<file path="config.mk">
export PLATFORM = sky130hd
export DESIGN_NAME = bip_control
export DESIGN_NICKNAME = d
export VERILOG_FILES = /design/src/rtl/bip_pkg.sv /design/src/rtl/bip_decoder.sv /design/src/rtl/bip_control.sv
export SDC_FILE = /design/constraint.sdc
export NUM_CORES = 1
export LEC_CHECK = 0
export ABC_CLOCK_PERIOD_IN_PS = 6200
export BUFFER_PORTS_ARGS = -buffer_cell sky130_fd_sc_hd__buf_2
export CORE_MARGIN = 5
export CORE_UTILIZATION = 55
export CTS_CLUSTER_DIAMETER = 150
export DETAILED_ROUTE_END_ITERATION = 12
export GPL_TIMING_DRIVEN = 1
export PLACE_DENSITY = 0.95
export REMOVE_ABC_BUFFERS = 1
export SLEW_MARGIN = 20
export SYNTH_ARGS = -nofsm -noshare
export SYNTH_HDL_FRONTEND = slang
export SYNTH_HIERARCHICAL = 1
export SYNTH_SLANG_ARGS = --single-unit
</file>
<file path="constraint.sdc">
create_clock -name CLK -period 6.2 [get_ports CLK]
set_input_delay 1.24 -clock CLK [delete_from_list [all_inputs] [get_ports CLK]]
set_output_delay 1.24 -clock CLK [all_outputs]
set_load 0.01 [all_outputs]
</file>
<file path="src/rtl/bip_pkg.sv">
// Shared definitions for the BIP control unit: opcodes, datapath select encodings,
// sequencer states and the control vector driven towards the datapath.
package bip_pkg;

    localparam logic [4:0] OPC_HLT  = 5'b00000;
    localparam logic [4:0] OPC_STO  = 5'b00001;
    localparam logic [4:0] OPC_LD   = 5'b00010;
    localparam logic [4:0] OPC_LDI  = 5'b00011;
    localparam logic [4:0] OPC_ADD  = 5'b00100;
    localparam logic [4:0] OPC_ADDI = 5'b00101;
    localparam logic [4:0] OPC_SUB  = 5'b00110;
    localparam logic [4:0] OPC_SUBI = 5'b00111;

    localparam logic [1:0] ACC_SRC_DM  = 2'd0;
    localparam logic [1:0] ACC_SRC_IMM = 2'd1;
    localparam logic [1:0] ACC_SRC_ALU = 2'd2;

    localparam logic ALU_ADD = 1'b0;
    localparam logic ALU_SUB = 1'b1;

    typedef enum logic [2:0] {
        ST_IDLE,
        ST_FETCH,
        ST_DECODE,
        ST_MEMRD,
        ST_HALT
    } state_t;

    typedef struct packed {
        logic [1:0] sel_a;
        logic       sel_b;
        logic       op;
        logic       wr_acc;
        logic       rd_ram;
        logic       wr_ram;
    } ctrl_t;

    // Instructions that need a second cycle to consume DM_IN.
    function automatic logic is_mem_op(input logic [4:0] opcode);
        return (opcode == OPC_LD) || (opcode == OPC_ADD) || (opcode == OPC_SUB);
    endfunction

endpackage

</file>
<file path="src/rtl/bip_decoder.sv">
// Combinational control decode: maps the sequencer state and current opcode
// to the datapath selects and data-memory strobes.
module bip_decoder
    import bip_pkg::*;
(
    input  state_t     state,
    input  logic [4:0] opcode,
    output ctrl_t      ctrl
);

    always_comb begin
        ctrl = '0;
        case (state)
            ST_DECODE: begin
                case (opcode)
                    OPC_STO: ctrl.wr_ram = 1'b1;
                    OPC_LDI: begin
                        ctrl.sel_a  = ACC_SRC_IMM;
                        ctrl.wr_acc = 1'b1;
                    end
                    OPC_ADDI, OPC_SUBI: begin
                        ctrl.sel_a  = ACC_SRC_ALU;
                        ctrl.sel_b  = 1'b0;
                        ctrl.op     = (opcode == OPC_SUBI) ? ALU_SUB : ALU_ADD;
                        ctrl.wr_acc = 1'b1;
                    end
                    OPC_LD, OPC_ADD, OPC_SUB: ctrl.rd_ram = 1'b1;
                    default: ctrl = '0;
                endcase
            end
            ST_MEMRD: begin
                case (opcode)
                    OPC_LD: begin
                        ctrl.sel_a  = ACC_SRC_DM;
                        ctrl.wr_acc = 1'b1;
                    end
                    OPC_ADD, OPC_SUB: begin
                        ctrl.sel_a  = ACC_SRC_ALU;
                        ctrl.sel_b  = 1'b1;
                        ctrl.op     = (opcode == OPC_SUB) ? ALU_SUB : ALU_ADD;
                        ctrl.wr_acc = 1'b1;
                    end
                    default: ctrl = '0;
                endcase
            end
            default: ctrl = '0;
        endcase
    end

endmodule

</file>
<file path="src/rtl/bip_control.sv">
// BIP sequencing control: owns PC, IR and the retired-instruction counter and
// steps instructions through FETCH / DECODE / MEMRD.
module bip_control
    import bip_pkg::*;
#(
    parameter int PC_WIDTH    = 11,
    parameter int INSTR_WIDTH = 16,
    parameter int CNT_WIDTH   = 16
) (
    input  logic                   CLK,
    input  logic                   RESET,
    input  logic                   START,
    input  logic [INSTR_WIDTH-1:0] INSTR,
    output logic [PC_WIDTH-1:0]    PM_ADDR,
    output logic [PC_WIDTH-1:0]    OPERAND,
    output logic [1:0]             SEL_A,
    output logic                   SEL_B,
    output logic                   OP,
    output logic                   WR_ACC,
    output logic                   RD_RAM,
    output logic                   WR_RAM,
    output logic                   HALTED,
    output logic [CNT_WIDTH-1:0]   RETIRED
);

    state_t                 state;
    logic [PC_WIDTH-1:0]    pc;
    logic [INSTR_WIDTH-1:0] ir;
    logic [CNT_WIDTH-1:0]   retired;
    logic [4:0]             instr_opc;
    logic [4:0]             dec_opc;
    ctrl_t                  ctrl;

    assign instr_opc = INSTR[INSTR_WIDTH-1 -: 5];
    // INSTR is only valid during DECODE; every later cycle works from the latched IR.
    assign dec_opc   = (state == ST_DECODE) ? instr_opc : ir[INSTR_WIDTH-1 -: 5];

    bip_decoder u_decoder (
        .state  (state),
        .opcode (dec_opc),
        .ctrl   (ctrl)
    );

    always_ff @(posedge CLK or negedge RESET) begin
        if (!RESET) begin
            state   <= ST_IDLE;
            pc      <= '0;
            ir      <= '0;
            retired <= '0;
        end else begin
            case (state)
                ST_IDLE: begin
                    if (START) state <= ST_FETCH;
                end
                ST_FETCH: state <= ST_DECODE;
                ST_DECODE: begin
                    ir <= INSTR;
                    if (is_mem_op(instr_opc)) begin
                        state <= ST_MEMRD;
                    end else begin
                        retired <= retired + CNT_WIDTH'(1);
                        if (instr_opc == OPC_HLT) begin
                            state <= ST_HALT;
                        end else begin
                            pc    <= pc + PC_WIDTH'(1);
                            state <= ST_FETCH;
                        end
                    end
                end
                ST_MEMRD: begin
                    retired <= retired + CNT_WIDTH'(1);
                    pc      <= pc + PC_WIDTH'(1);
                    state   <= ST_FETCH;
                end
                ST_HALT: begin
                    if (START) begin
                        pc      <= '0;
                        retired <= '0;
                        state   <= ST_FETCH;
                    end
                end
                default: state <= ST_IDLE;
            endcase
        end
    end

    assign PM_ADDR = pc;
    assign OPERAND = (state == ST_DECODE) ? INSTR[PC_WIDTH-1:0] : ir[PC_WIDTH-1:0];
    assign SEL_A   = ctrl.sel_a;
    assign SEL_B   = ctrl.sel_b;
    assign OP      = ctrl.op;
    assign WR_ACC  = ctrl.wr_acc;
    assign RD_RAM  = ctrl.rd_ram;
    assign WR_RAM  = ctrl.wr_ram;
    assign HALTED  = (state == ST_HALT);
    assign RETIRED = retired;

endmodule

</file>
==> results by group, run 1 <==
Die
  • Initial core utilization: 56.7%
  • # rows: 24
  • Chip height: 76.8 um
  • Area of the die: 5890 sq um
  • Die width: 76.8 um
  • Core Region: 4320 sq um
  • Io pins: 65

Timing
  • Count of pins over their slew limit: 0
  • Worst-margin pin slew: 0.771 ns
  • Slew HR: 48.6%
  • Setup ws final: 1.78 ns
  • Max Freq: 226 MHz
  • Post-route setup TNS: 0 ns
  • RSZ-0062 raised after global routing: false
  • Number of setup violations in the final report: 0
  • Period minus WS final: 4.42 ns
  • Final Hold Vio Count: 0
  • Period utilization: 71.3%
  • Clock Skews: 0.00741 ns

Logic synthesis
  • Sequential cell area fraction in the yosys report: 47.0%
  • Post-Syn Area: 2450 sq um
  • Synth unique cells: 45
  • Post-Syn Instances: 237
  • Yosys reg bits: 46
  • Cell taking the most area after synthesis: dfrtp_1
  • Main area contributors after synthesis: dfrtp_1, mux2_2, nand2_1
  • Top-area cell type share of the netlist area: 47.0%
  • Most used DFF post-synth: dfrtp_1
  • Post-synth ARST share: 100%
  • Mean Syn Cell Area: 10.3 sq um
  • Synth Warn #: 6
  • Post-synth EDFFs: 0

Clock tree
  • Root buffer cell: clkbuf_8
  • Htree depth: 2
  • CTS tree: yes
  • Post-CTS Setup Bufs: 0
  • Hold Buf Count CTS: 0
  • Clk sink count: 46
  • TritonCTS buffer count: 5
  • Max Root-Sink Buffers: 2
  • Worst-path clk slew: 0.09 ns
  • Worst skew pair latency: 0.30 ns
  • # resized after CTS: 0

Worst setup path
  • Crit-path max FO: 16
  • Critical Path Source Type: flip-flop
  • Critical path class: reg2out
  • CP Data Arrival Time: 3.18 ns
  • Max incr delay on CP: 0.66 ns
  • Critical Path Slowest Stage Cell: or4b_1
  • Worst setup EP type: primary output
  • Critical Path RT: 4.96 ns
  • Worst path cell trace: or2b_1 -> nor2_2 -> mux2_2 -> or4b_1 -> nor4_1 -> buf_2

Power and ir drop
  • Peak VDD IR: 0.384 mV
  • Pleak: 1.33 nW
  • Cell Pwr Density: 390 nW/um^2

Layout
  • Most common cell after layout, fill and taps aside: buf_2
  • Layout cell share with drive strength beyond 1: 32.4%
  • Syn-to-layout area delta: 16.0%
  • N_diodes: 0
  • Most frequent cells in the layout: buf_2, dfrtp_1, nand2_1
  • Fin nets: 319

Placed design
  • Port Buf Inserts: 64
  • GPL Wtd Cong: 0.881
  • Pre-CTS WS: 2.09 ns
  • Placed wire-length estimate: 4.01 mm

Detailed routing
  • Drt pass-1 iters: 4
  • DRC Markers: 0
  • Vias: 2082
  • Wire per inst: 15.6 um
  • Initial DRC count: 171
  • Antenna Nets Post-Route: 0
  • Via density: 5.93
  • DRT Wirelength: 5.47 mm

Run status
  • Status: completed

Flow run
  • Max-cap violations: 0

Global route
  • Global-route usage over all layers: 19.3%
  • Initial antenna violation count: 0
  • Largest net degree at the start of global routing: 47
  • Vias in the first global route: 2108
  • First-pass GRT wire length: 9.63 mm
  • Gr ovfl total: 0

Hold path
  • HP Class: reg2reg
[cell usage after synthesis (2+ instances only)]
| cell type | instances |
|---|---|
| nand4_1 | 8 |
| ha_1 | 2 |
| nor4_1 | 10 |
| o21ai_0 | 13 |
| buf_6 | 2 |
| o31ai_1 | 4 |
| nand3_1 | 11 |
| mux2_2 | 17 |
| nor4b_1 | 3 |
| dfrtp_1 | 46 |
| or2b_1 | 2 |
| and4_1 | 4 |
| nor3b_1 | 2 |
| nor2_1 | 8 |
| or4_1 | 4 |
| and3_1 | 4 |
| nor4_2 | 2 |
| nor3_1 | 4 |
| a31oi_1 | 2 |
| mux2i_1 | 11 |
| a21oi_1 | 9 |
| or3_1 | 3 |
| nor2_2 | 2 |
| buf_2 | 3 |
| nand2b_1 | 11 |
| buf_4 | 2 |
| nand2_1 | 30 |
[worst max-delay path: cells and delay by family, from the launching register on]
family	cells	cell delay, ns
AND/OR/NAND/NOR	4	1.83
buffers and inverters	1	0.18
flip-flops	1	0.46
multiplexers	1	0.42
[layer usage]
metal  wire [um]  part of all wire, %  global-route usage, %  vias to the layer above
met4          40                 0.73                   4.20                        0
li1            -                    -                      -                      995
met5           0                    0                      0                        -
met3         387                  7.1                   4.92                        5
met1        2410                   44                   25.2                     1007
met2        2630                   48                   32.3                       75
[cell families (layout without fill, tap and decap cells)]
logic type	after synthesis	in the layout	synth area share, %
flops	46	46	47.0
simple gates	116	116	27.6
mux	29	29	13.2
fa+ha+maj	2	2	1.02
buf+inv	12	74	3.78
compound gates	31	31	7.10
xor+xnor	1	1	0.357
[flip-flops by register name (all words and copies together), names as in the netlist]
register / cells
RETIRED: 16
ir: 16
PM_ADDR: 11
state: 3
[per-stage QoR]
step | instance area (sq um) | hold WS [ns] | utilization [%] | cells | power (mW)
after global placement | 2750 | 0.465 | 63.6 | 343 | 0.904
after CTS | 2840 | 0.482 | 65.7 | 351 | 1.11
after global routing | 2840 | 0.514 | 65.8 | 351 | 1.18
after detailed placement | 2750 | 0.470 | 63.6 | 343 | 0.928
final | 2840 | 0.483 | 65.8 | 351 | 1.11
after floorplan | 2370 | 0.465 | - | 227 | 0.763
[path summary, 6_finish.rpt]
| path | startpoint | end | slack (ns) | cells past startpoint |
|---|---|---|---|---|
| max in group asynchronous | RESET | ir[3] | 4.87 | 1 |
| min reg2reg | PM_ADDR[10] | PM_ADDR[10] | 0.48 | 1 |
| max | state[1] | SEL_A[0] | 1.78 | 6 |
| min | PM_ADDR[10] | PM_ADDR[10] | 0.48 | 1 |
| min in group asynchronous | RESET | PM_ADDR[5] | 0.93 | 1 |
| max reg2reg | state[0] | RETIRED[5] | 4.00 | 4 |
[power by group]
part	switching (mW)	internal (mW)	total [mW]
logic	0.250	0.199	0.449
registers	0.0831	0.392	0.475
clock network	0.105	0.0793	0.185
[layout make-up]
cell class                      instances  area (sq um)
Timing Repair Buffer                   64           323
Multi-Input combinational cell        179          1210
Tap cell                               52          65.1
Clock buffer                            5          68.8
Sequential cell                        46          1150
Inverter                                2          7.51
Fill cell                             356          1480
Clock inverter                          3          21.3
Power figures use the tool's default switching activity.
==> inputs of run 2 (changes only) <==
- ABC_CLOCK_PERIOD_IN_PS: 6200 -> 4400
- CORE_UTILIZATION: 55 -> 52
- PLACE_DENSITY: 0.95 -> 0.91
- clock period: 6.2 -> 4.4 ns (I/O delays scaled with it)
==> run 2 against run 1 <==
Clock power up 50%. Sequential cell count unchanged. Design area up 0.53%. Final cell count up 0.85%. Global-route usage down 0.83 points. Sequential share of layout area down 0.21 points. Clock skew about the same. Non-clock buffer count up 1. Power up 42%. Die area up 5.0%. Clock-buffer cell count unchanged.
==> results by group, run 2 (same netlist as run 1, synthesis figures left out) <==
Run status
  • Status: completed

Clock tree
  • Clk sink count: 46 (unchanged)
  • Post-CTS Setup Bufs: 0 (unchanged)
  • Htree depth: 2 (unchanged)
  • Worst-path clk slew: 0.09 ns (about the same)
  • Max Root-Sink Buffers: 2 (unchanged)
  • Hold Buf Count CTS: 0 (unchanged)
  • # resized after CTS: 0 (unchanged)
  • CTS tree: yes
  • Root buffer cell: clkbuf_8
  • TritonCTS buffer count: 5 (unchanged)
  • Worst skew pair latency: 0.31 ns (about the same)

Placed design
  • Post-Place Cells: 346 (+0.87%)
  • Port Buf Inserts: 64 (unchanged)
  • Placed wire-length estimate: 3.84 mm (-4.3%)
  • Pre-CTS WS: 0.939 ns (-1.15 ns)
  • GPL Wtd Cong: 0.788 (-11%)

Layout
  • Most common cell after layout, fill and taps aside: buf_2
  • Multi-input gate area: 1210 sq um (unchanged)
  • Fin nets: 320 (+0.31%)
  • Layout cell share with drive strength beyond 1: 32.7% (+0.23 points)
  • Post-Layout Cell Count: 354 (+0.85%)
  • Sequential cell area: 1150 sq um (unchanged)
  • N_diodes: 0 (unchanged)
  • Final-layout fill cell count: 397 (+12%)
  • Syn-to-layout area delta: 16.6%
  • Most frequent cells in the layout: buf_2, dfrtp_1, nand2_1

Timing
  • Worst-margin pin slew: 0.764 ns (-0.00707 ns)
  • Final Hold Vio Count: 0 (unchanged)
  • Worst hold slack: 0.488 ns (+0.00411 ns)
  • Period minus WS final: 3.80 ns
  • RSZ-0062 raised after global routing: false
  • Number of setup violations in the final report: 0 (unchanged)
  • Period utilization: 86.4%
  • Count of pins over their slew limit: 0 (unchanged)
  • Setup ws final: 0.596 ns (-1.18 ns)
  • Clock Skews: 0.00781 ns (+0.000404 ns)
  • Slew HR: 49.1% (+0.47 points)
  • Max Freq: 263 MHz
  • Post-route setup TNS: 0 ns (unchanged)

Worst setup path
  • Crit-path max FO: 16 (unchanged)
  • Worst setup path endpoint: WR_RAM
  • RR Endpoint: RETIRED[5]
  • Critical path class: reg2out
  • Worst setup startpoint: state[1]
  • CP Data Arrival Time: 2.92 ns (-0.26 ns)
  • Critical Path Source Type: flip-flop
  • R2R Setup Slk: 2.23 ns (-1.77 ns)
  • Worst setup EP type: primary output
  • R2R depth: 4 (unchanged)
  • Critical Path RT: 3.52 ns (-1.44 ns)
  • Worst r2r src: state[0]

Global route
  • Global-route usage over all layers: 18.5% (-0.83 points)
  • Vias in the first global route: 2024 (-4.0%)
  • Gr ovfl total: 0 (unchanged)
  • Largest net degree at the start of global routing: 47 (unchanged)
  • First-pass GRT wire length: 9.16 mm (-4.9%)
  • Initial antenna violation count: 0 (unchanged)

Detailed routing
  • Via density: 5.90 (-0.47%)
  • Antenna Nets Post-Route: 0 (unchanged)
  • Initial DRC count: 229 (+34%)
  • DRC Markers: 0 (unchanged)
  • Drt pass-1 iters: 4 (unchanged)
  • DRT Wirelength: 5.32 mm (-2.7%)
  • Vias: 2090 (+0.38%)
  • Wire per inst: 15.0 um (-3.5%)

Power and ir drop
  • Flop pwr share: 42.4% (-0.5 points)
  • Switching power: 0.621 mW (+42%)
  • Clk pwr share: 17.7% (+1.0 points)
  • Internal power: 0.955 mW (+42%)
  • Pwr Total: 1.58 mW (+42%)
  • Sw Ratio: 39.4% (-0.14 points)
  • Peak VDD IR: 0.391 mV (+1.8%)
  • Combinational power share: 40.0% (-0.5 points)
  • Cell Pwr Density: 551 nW/um^2 (+41%)
  • Pleak: 1.34 nW (+0.80%)

Hold path
  • Worst Hold Launch: PM_ADDR[10]
  • HP Class: reg2reg

Die
  • # rows: 25 (+4.2%)
  • Area of the die: 6190 sq um (+5.0%)
  • Initial core utilization: 52.6% (-4.1 points)
  • Die width: 78.7 um (+2.5%)
  • Io pins: 65 (unchanged)
  • Core Region: 4660 sq um (+7.8%)
  • Chip height: 78.7 um (+2.5%)

Flow run
  • Max-cap violations: 0 (unchanged)
-- run 2: changes by cell type in the layout (fill, tap and decap cells not counted), sizes merged --
cell      delta
clkinvlp     -1
buf          +1
clkinv       -2
inv          +3
-- run 2: stage by stage --
stage               util (%)  instance area (sq um)
floorplan                  -                   2370
global placement        59.2                   2760
detailed placement      59.2                   2760
CTS                     61.3                   2860
global route            61.3                   2860
finish                  61.3                   2860
-- run 2: worst min-delay path by stage --
stage / endpoint / cells after the start
2_1_floorplan: state[1] / 1
3_3_place_gp: PM_ADDR[10] / 1
3_5_place_dp: PM_ADDR[10] / 1
4_1_cts: PM_ADDR[10] / 1
5_1_grt: ir[14] / 1
6_report: PM_ADDR[10] / 1
-- run 2: worst max-delay path, cell delays in order, from the launching register on --
cell	delay, ns
dfrtp_1	0.47
or2b_1	0.31
nor2_2	0.09
buf_4	0.23
mux2_2	0.37
or4b_1	0.66
nor4_1	0.29
buf_2	0.18
-- run 2: power by group through the flow --
stage,combinational (mW),clock (mW),sequential [mW]
after floorplan,0.408,0,0.667
after global placement,0.615,0,0.664
after detailed placement,0.635,0,0.676
after CTS,0.637,0.287,0.668
after global routing,0.708,0.305,0.692
final,0.630,0.278,0.668
-- run 2: per-layer routing --
layer  up-vias  part of all wire (%)  track usage, %
li1        995                     -               -
met3         8                   8.0            5.62
met1      1019                    42            22.9
met5         -                     0               0
met4         0                   1.7            6.82
met2        68                    48            30.2
-- run 2: final cells by class --
cell class	instances	share of cell area (%)
clock inverter	3	0.919
multi-input combinational	179	42.2
inverter	2	0.263
tap	54	2.36
sequential	46	40.3
clock buffer	5	2.41
timing repair buffer	65	11.6
